## src/rtl/sha256_pkg.sv

```systemverilog
// Shared SHA-256 types: digest width and the match record carried through the collector FIFO.
package sha256_pkg;

  localparam int unsigned DIGEST_W    = 256;
  localparam int unsigned MATCH_IDX_W = 32;

  typedef struct packed {
    logic [MATCH_IDX_W-1:0] idx;
    logic [DIGEST_W-1:0]    digest;
  } MatchRec;

  // A bit takes part in the compare only where mask is 1.
  function automatic logic digest_match(input logic [DIGEST_W-1:0] d,
                                        input logic [DIGEST_W-1:0] t,
                                        input logic [DIGEST_W-1:0] m);
    return ((d ^ t) & m) == '0;
  endfunction

endpackage

```

## src/rtl/sync_fifo.sv

```systemverilog
// Show-ahead synchronous FIFO with clear. A push into a full FIFO is accepted when a pop
// happens in the same cycle.
module sync_fifo #(
  parameter int unsigned WIDTH = 8,
  parameter int unsigned DEPTH = 4,
  localparam int unsigned AW   = $clog2(DEPTH)
) (
  input  logic             clk_axi,
  input  logic             rst,
  input  logic             clr,
  input  logic             push,
  input  logic [WIDTH-1:0] wdata,
  input  logic             pop,
  output logic [WIDTH-1:0] rdata,
  output logic             full,
  output logic             empty,
  output logic [AW:0]      count
);

  logic [WIDTH-1:0] mem_q [DEPTH];
  logic [AW:0]      wr_ptr_q, rd_ptr_q;
  logic             do_push, do_pop;

  always_comb begin
    count   = wr_ptr_q - rd_ptr_q;
    full    = count == (AW+1)'(DEPTH);
    empty   = count == '0;
    do_pop  = pop && !empty;
    do_push = push && (!full || do_pop);
    rdata   = mem_q[rd_ptr_q[AW-1:0]];
  end

  always_ff @(posedge clk_axi) begin
    if (rst || clr) begin
      wr_ptr_q <= '0;
      rd_ptr_q <= '0;
    end else begin
      if (do_push) wr_ptr_q <= wr_ptr_q + (AW+1)'(1);
      if (do_pop)  rd_ptr_q <= rd_ptr_q + (AW+1)'(1);
    end
  end

  always_ff @(posedge clk_axi) begin
    if (!rst && !clr && do_push) mem_q[wr_ptr_q[AW-1:0]] <= wdata;
  end

endmodule

```

## src/rtl/hash_match_collector.sv

```systemverilog
// Compares each accepted digest against a masked target and queues matching {idx, digest}
// records; stalls upstream instead of ever dropping a digest.
module hash_match_collector
  import sha256_pkg::*;
#(
  parameter int unsigned FIFO_DEPTH = 4,
  parameter int unsigned IDX_W      = 32
) (
  input  logic                clk_axi,
  input  logic                rst,
  input  logic                hash_vld,
  output logic                hash_rdy,
  input  logic [DIGEST_W-1:0] hash,
  input  logic                cfg_load,
  input  logic [DIGEST_W-1:0] cfg_target,
  input  logic [DIGEST_W-1:0] cfg_mask,
  output logic                match_vld,
  input  logic                match_rdy,
  output logic [IDX_W-1:0]    match_idx,
  output logic [DIGEST_W-1:0] match_hash,
  output logic [IDX_W-1:0]    hash_count,
  output logic [IDX_W-1:0]    match_count,
  output logic                armed,
  output logic                led
);

  localparam int unsigned REC_W = $bits(MatchRec) - MATCH_IDX_W + IDX_W;
  localparam int unsigned CW    = $clog2(FIFO_DEPTH) + 1;

  logic [DIGEST_W-1:0] target_q, mask_q, s1_hash_q;
  logic [IDX_W-1:0]    hash_count_q, match_count_q, s1_idx_q;
  logic                armed_q, led_q, s1_match_q;

  logic             hit, accept, push, pop;
  logic             fifo_full, fifo_empty;
  logic [REC_W-1:0] fifo_rdata;
  logic [CW-1:0]    fifo_count;
  logic             unused_fifo_count;

  assign unused_fifo_count = ^fifo_count;

  always_comb begin
    hit       = armed_q && digest_match(hash, target_q, mask_q);
    pop       = !fifo_empty && match_rdy;
    push      = s1_match_q && (!fifo_full || pop);
    // Only a match stuck in S1 (or a config load) ever blocks upstream.
    hash_rdy  = !cfg_load && !(s1_match_q && !push);
    accept    = hash_vld && hash_rdy;
    match_vld = !fifo_empty;
    match_idx  = fifo_empty ? '0 : fifo_rdata[REC_W-1 -: IDX_W];
    match_hash = fifo_empty ? '0 : fifo_rdata[DIGEST_W-1:0];
    hash_count  = hash_count_q;
    match_count = match_count_q;
    armed       = armed_q;
    led         = led_q;
  end

  always_ff @(posedge clk_axi) begin
    if (rst) begin
      target_q      <= '0;
      mask_q        <= '0;
      armed_q       <= 1'b0;
      led_q         <= 1'b0;
      hash_count_q  <= '0;
      match_count_q <= '0;
      s1_match_q    <= 1'b0;
      s1_idx_q      <= '0;
      s1_hash_q     <= '0;
    end else if (cfg_load) begin
      target_q      <= cfg_target;
      mask_q        <= cfg_mask;
      armed_q       <= 1'b1;
      led_q         <= 1'b0;
      hash_count_q  <= '0;
      match_count_q <= '0;
      s1_match_q    <= 1'b0;
      s1_idx_q      <= '0;
      s1_hash_q     <= '0;
    end else begin
      // S1 only remembers matches; a non-match is simply not retained.
      if (accept) begin
        hash_count_q <= hash_count_q + IDX_W'(1);
        s1_match_q   <= hit;
        s1_idx_q     <= hash_count_q;
        s1_hash_q    <= hash;
      end else if (push) begin
        s1_match_q <= 1'b0;
      end
      if (push) begin
        match_count_q <= match_count_q + IDX_W'(1);
        led_q         <= 1'b1;
      end
    end
  end

  sync_fifo #(
    .WIDTH (REC_W),
    .DEPTH (FIFO_DEPTH)
  ) u_fifo (
    .clk_axi (clk_axi),
    .rst     (rst),
    .clr     (cfg_load),
    .push    (push),
    .wdata   ({s1_idx_q, s1_hash_q}),
    .pop     (pop),
    .rdata   (fifo_rdata),
    .full    (fifo_full),
    .empty   (fifo_empty),
    .count   (fifo_count)
  );

endmodule

```

## config.mk

```make
export PLATFORM = sky130hd
export DESIGN_NAME = hash_match_collector
export DESIGN_NICKNAME = d
export VERILOG_FILES = /design/src/rtl/sha256_pkg.sv /design/src/rtl/sync_fifo.sv /design/src/rtl/hash_match_collector.sv
export SDC_FILE = /design/constraint.sdc
export NUM_CORES = 2
export LEC_CHECK = 0
export CORE_AREA = 2 2 443 445
export DETAILED_ROUTE_END_ITERATION = 10
export DIE_AREA = 0 0 445 447
export SLEW_MARGIN = 10
export SYNTH_ARGS = -nofsm -noshare
export SYNTH_HDL_FRONTEND = slang
export SYNTH_SLANG_ARGS = --single-unit
```

## constraint.sdc

```tcl
create_clock -name clk_axi -period 11 [get_ports clk_axi]
set_clock_uncertainty 0.15 [all_clocks]
set_input_delay 1.65 -clock clk_axi [delete_from_list [all_inputs] [get_ports clk_axi]]
set_output_delay 1.65 -clock clk_axi [all_outputs]
set_load 0.05 [all_outputs]
```

==> results.py <==
metrics = {
    "synthesis": {
        "syn_inst": 5525,
        "syn_nets": 6307,
        "syn_area_um2": 77600,
        "yosys_warnings": 0,
        "ys_seq_elements": 2027,
        "yosysSeqAreaShare_pct": 67.2,
        "synthDistinctLibCells": 41,
        "syn_avg_cell_area_um2": 14.0,
    },
    "timing": {
        "relSlewSlack_pct": 24.1,
        "setup_viol": 0,
        "tightest_slew_ps": 1130,
        "hold_ws_ps": 324,
        "final_max_slew_viol_count": 0,
        "finalCritPeriodShare_pct": 62.7,
        "max_freq_ghz": 0.145,
        "rsz0062_at_grt": "false",
        "final.setup.tns_ps": 0,
        "hold_viol": 0,
        "period_minus_slack_ps": 6900,
    },
    "placement": {
        "place_area_um2": 91500,
        "routabilityCongestion": 0.915,
        "io_buffer_count": 1128,
        "hpwl_um": 215000,
    },
    "detailed_routing": {
        "dr_total_vias": 50500,
        "ant_nets": 0,
        "firstDrtPassIters": 6,
        "post_drt_via_cell_ratio": 5.36,
        "wl_per_cell_um": 31.5,
        "initialDrtViolationCount": 4753,
        "route.detailed.drc": 0,
        "wirelength_um": 297000,
    },
    "die": {
        "die_w_um": 445,
        "die_y_um": 447,
        "rows": 162,
        "coreArea_um2": 194000,
        "initial_core_util_pct": 40.0,
        "pin_count": 1129,
        "die_area_um2": 199000,
    },
    "clocking": {
        "clock_path_buffers": 3,
        "cts_hold_buf": 0,
        "clkSlewWorstSetupHoldPaths_ps": 60,
        "cts-resized-gates": 0,
        "tritoncts": "yes",
        "numCtsBuffers": 208,
        "root_buffer": "clkbuf_16",
        "clock-sinks": 2027,
        "worstSkewPairLatency_ps": 860,
        "cts_setup_buffers": 0,
        "cts_max_level": 4,
    },
    "finish": {
        "syn2layout_area_growth_pct": 27.0,
        "final_nets": 7391,
        "final_area_um2": 98600,
        "layout-drive-gt1-share_pct": 9.93,
        "fillers": 16900,
        "post-route-util_pct": 50.8,
    },
    "flow_run": {
        "maxCapViolations": 0,
    },
    "worst_setup_path": {
        "arrival_ps": 5100,
        "end_kind": "primary output",
        "cp_max_fo": 113,
        "required_ps": 9200,
        "critical_path_class": "register to primary output",
        "start_kind": "register",
    },
    "grt": {
        "grt_pass1_vias": 48500,
        "track_usage_pct": 29.1,
        "grt_pass1_wl_um": 396000,
        "grt_max_degree": 134,
        "grt_antenna_before_repair": 184,
        "overflow": 0,
    },
    "pwr": {
        "ir_drop_mv": 0.131,
        "leakage_nw": 36.9,
        "power_density_nw_per_um2": 165,
    },
    "outcome": {
        "status": "completed",
    },
    "min_path": {
        "hp-class": "register to register",
    },
}
## cells in the mapped netlist
library cell | count | area share, %
a21oi_1 | 296 | 1.9
a221oi_1 | 10 | 0.11
a222oi_1 | 1 | 0.013
a22o_1 | 10 | 0.11
a22oi_1 | 106 | 1.0
and2_1 | 290 | 2.3
and3_1 | 11 | 0.089
and4_1 | 7 | 0.079
buf_1 | 46 | 0.22
buf_2 | 56 | 0.36
buf_4 | 5 | 0.048
clkbuf_1 | 211 | 1.0
dfxtp_1 | 875 | 23
edfxtp_1 | 1152 | 45
ha_1 | 9 | 0.15
inv_1 | 10 | 0.048
mux2i_1 | 513 | 6.6
mux4_2 | 288 | 8.4
nand2_1 | 605 | 2.9
nand3_1 | 30 | 0.19
nand3b_1 | 1 | 0.0097
nand4_1 | 44 | 0.35
nor2_1 | 592 | 2.9
nor2b_1 | 2 | 0.016
nor3_1 | 4 | 0.026
nor3_4 | 1 | 0.021
nor4_1 | 9 | 0.073
nor4_2 | 2 | 0.032
nor4_4 | 1 | 0.027
o21a_2 | 1 | 0.011
o21ai_0 | 6 | 0.039
o311ai_1 | 1 | 0.011
o311ai_2 | 1 | 0.021
o31a_1 | 1 | 0.011
o41a_1 | 1 | 0.015
o41ai_4 | 1 | 0.035
or2_2 | 2 | 0.016
or3_1 | 5 | 0.040
or4_1 | 1 | 0.0097
xnor2_1 | 18 | 0.20
xor2_1 | 300 | 3.4
## cell usage in the layout, fill, tap and decap left out, types with 10 or more instances in the layout
| cell | count |
|---|---|
| mux2i_1 | 513 |
| clkbuf_1 | 73 |
| a21oi_1 | 296 |
| edfxtp_1 | 1152 |
| xor2_1 | 300 |
| clkbuf_16 | 211 |
| clkinv_2 | 33 |
| clkdlybuf4s50_1 | 1126 |
| nand3_1 | 29 |
| dfxtp_1 | 873 |
| mux4_2 | 288 |
| xnor2_1 | 18 |
| clkinv_1 | 21 |
| inv_1 | 10 |
| nand4_1 | 44 |
| diode_2 | 87 |
| buf_12 | 16 |
| clkbuf_8 | 26 |
| a22o_1 | 10 |
| buf_4 | 48 |
| nor2_1 | 592 |
| and2_1 | 290 |
| nand2_1 | 605 |
| a22oi_1 | 106 |
## stage by stage
| stage | power [mW] | instances | worst slack, ps |
|---|---|---|---|
| global placement | 9.41 | 8941 | 5030 |
| CTS | 16.4 | 9337 | 3930 |
| detailed placement | 9.42 | 8941 | 4890 |
| floorplan | 8.71 | 5525 | 1160 |
| global route | 16.7 | 9411 | 3820 |
| finish | 16.3 | 9424 | 4100 |
## registers in the layout (all words and copies together), names as in the netlist, named ones only
signal	cells
mask_q	256
target_q	256
s1_idx_q	32
armed	1
u_fifo.mem_q	1152
u_fifo.wr_ptr_q	3
match_count	32
led	1
hash_count	32
s1_match_q	1
s1_hash_q	256
u_fifo.rd_ptr_q	3
## critical path, stage by stage (launching register included)
cell             delay, ps
dfxtp_1                360
inv_1                   60
ha_1                   350
nor2b_1                190
o21a_2                 260
or2_2                  350
nand3_4                670
buf_4                  730
and2_1                 250
clkdlybuf4s50_1        810
## power by group
part           leakage (nW)  switching (mW)  total, mW  internal (mW)
Clock                  3.31            3.05       7.00           3.96
Sequential             19.7          0.0989       8.18           8.08
Combinational          13.9           0.619       1.07          0.454
## logic make-up after synthesis
group / share of synthesized area, %
xor gates and xnor gates: 3.59
adders and majority gates: 0.145
and+or+nand+nor: 9.12
muxes: 15.0
AOI/OAI and AO/OA: 3.32
buffers and inverters: 1.70
DFF: 67.2
## cell type report
| type | instances | area [um2] | share of cell area, % |
|---|---|---|---|
| well taps | 2542 | 3180 | 3.23 |
| inverters | 10 | 37.5 | 0.0381 |
| diodes | 87 | 218 | 0.221 |
| clock buffers | 310 | 5910 | 6.00 |
| clock inverters | 86 | 911 | 0.924 |
| repair buffers | 1192 | 12000 | 12.2 |
| multi-input cells | 3170 | 24200 | 24.6 |
| flip-flops and latches | 2027 | 52100 | 52.9 |
## routing by layer
| layer | wire length [um] | global-route usage, % | part of all wire [%] | vias up |
|---|---|---|---|---|
| met5 | 404 | 0 | 0.14 | - |
| met4 | 15800 | 15.7 | 5.3 | 58 |
| met3 | 18800 | 5.46 | 6.3 | 570 |
| met2 | 145000 | 47.5 | 49 | 2038 |
| met1 | 117000 | 36.6 | 39 | 25700 |
| li1 | - | - | - | 22200 |
## final timing paths
kind | endpoint | startpoint | slack [ps] | cells after the start
max reg2reg | u_fifo.mem_q[1][70]$_DFFE_PP_ | u_fifo.rd_ptr_q[1]$_SDFFE_PP0N_ | 6880 | 8
min | u_fifo.mem_q[0][64]$_DFFE_PP_ | s1_hash_q[64]$_SDFFE_PP0P_ | 320 | 0
max | match_hash[3] | u_fifo.rd_ptr_q[1]$_SDFFE_PP0N_ | 4100 | 9
min reg2reg | u_fifo.mem_q[0][64]$_DFFE_PP_ | s1_hash_q[64]$_SDFFE_PP0P_ | 320 | 0
Power figures use the tool's default switching activity.
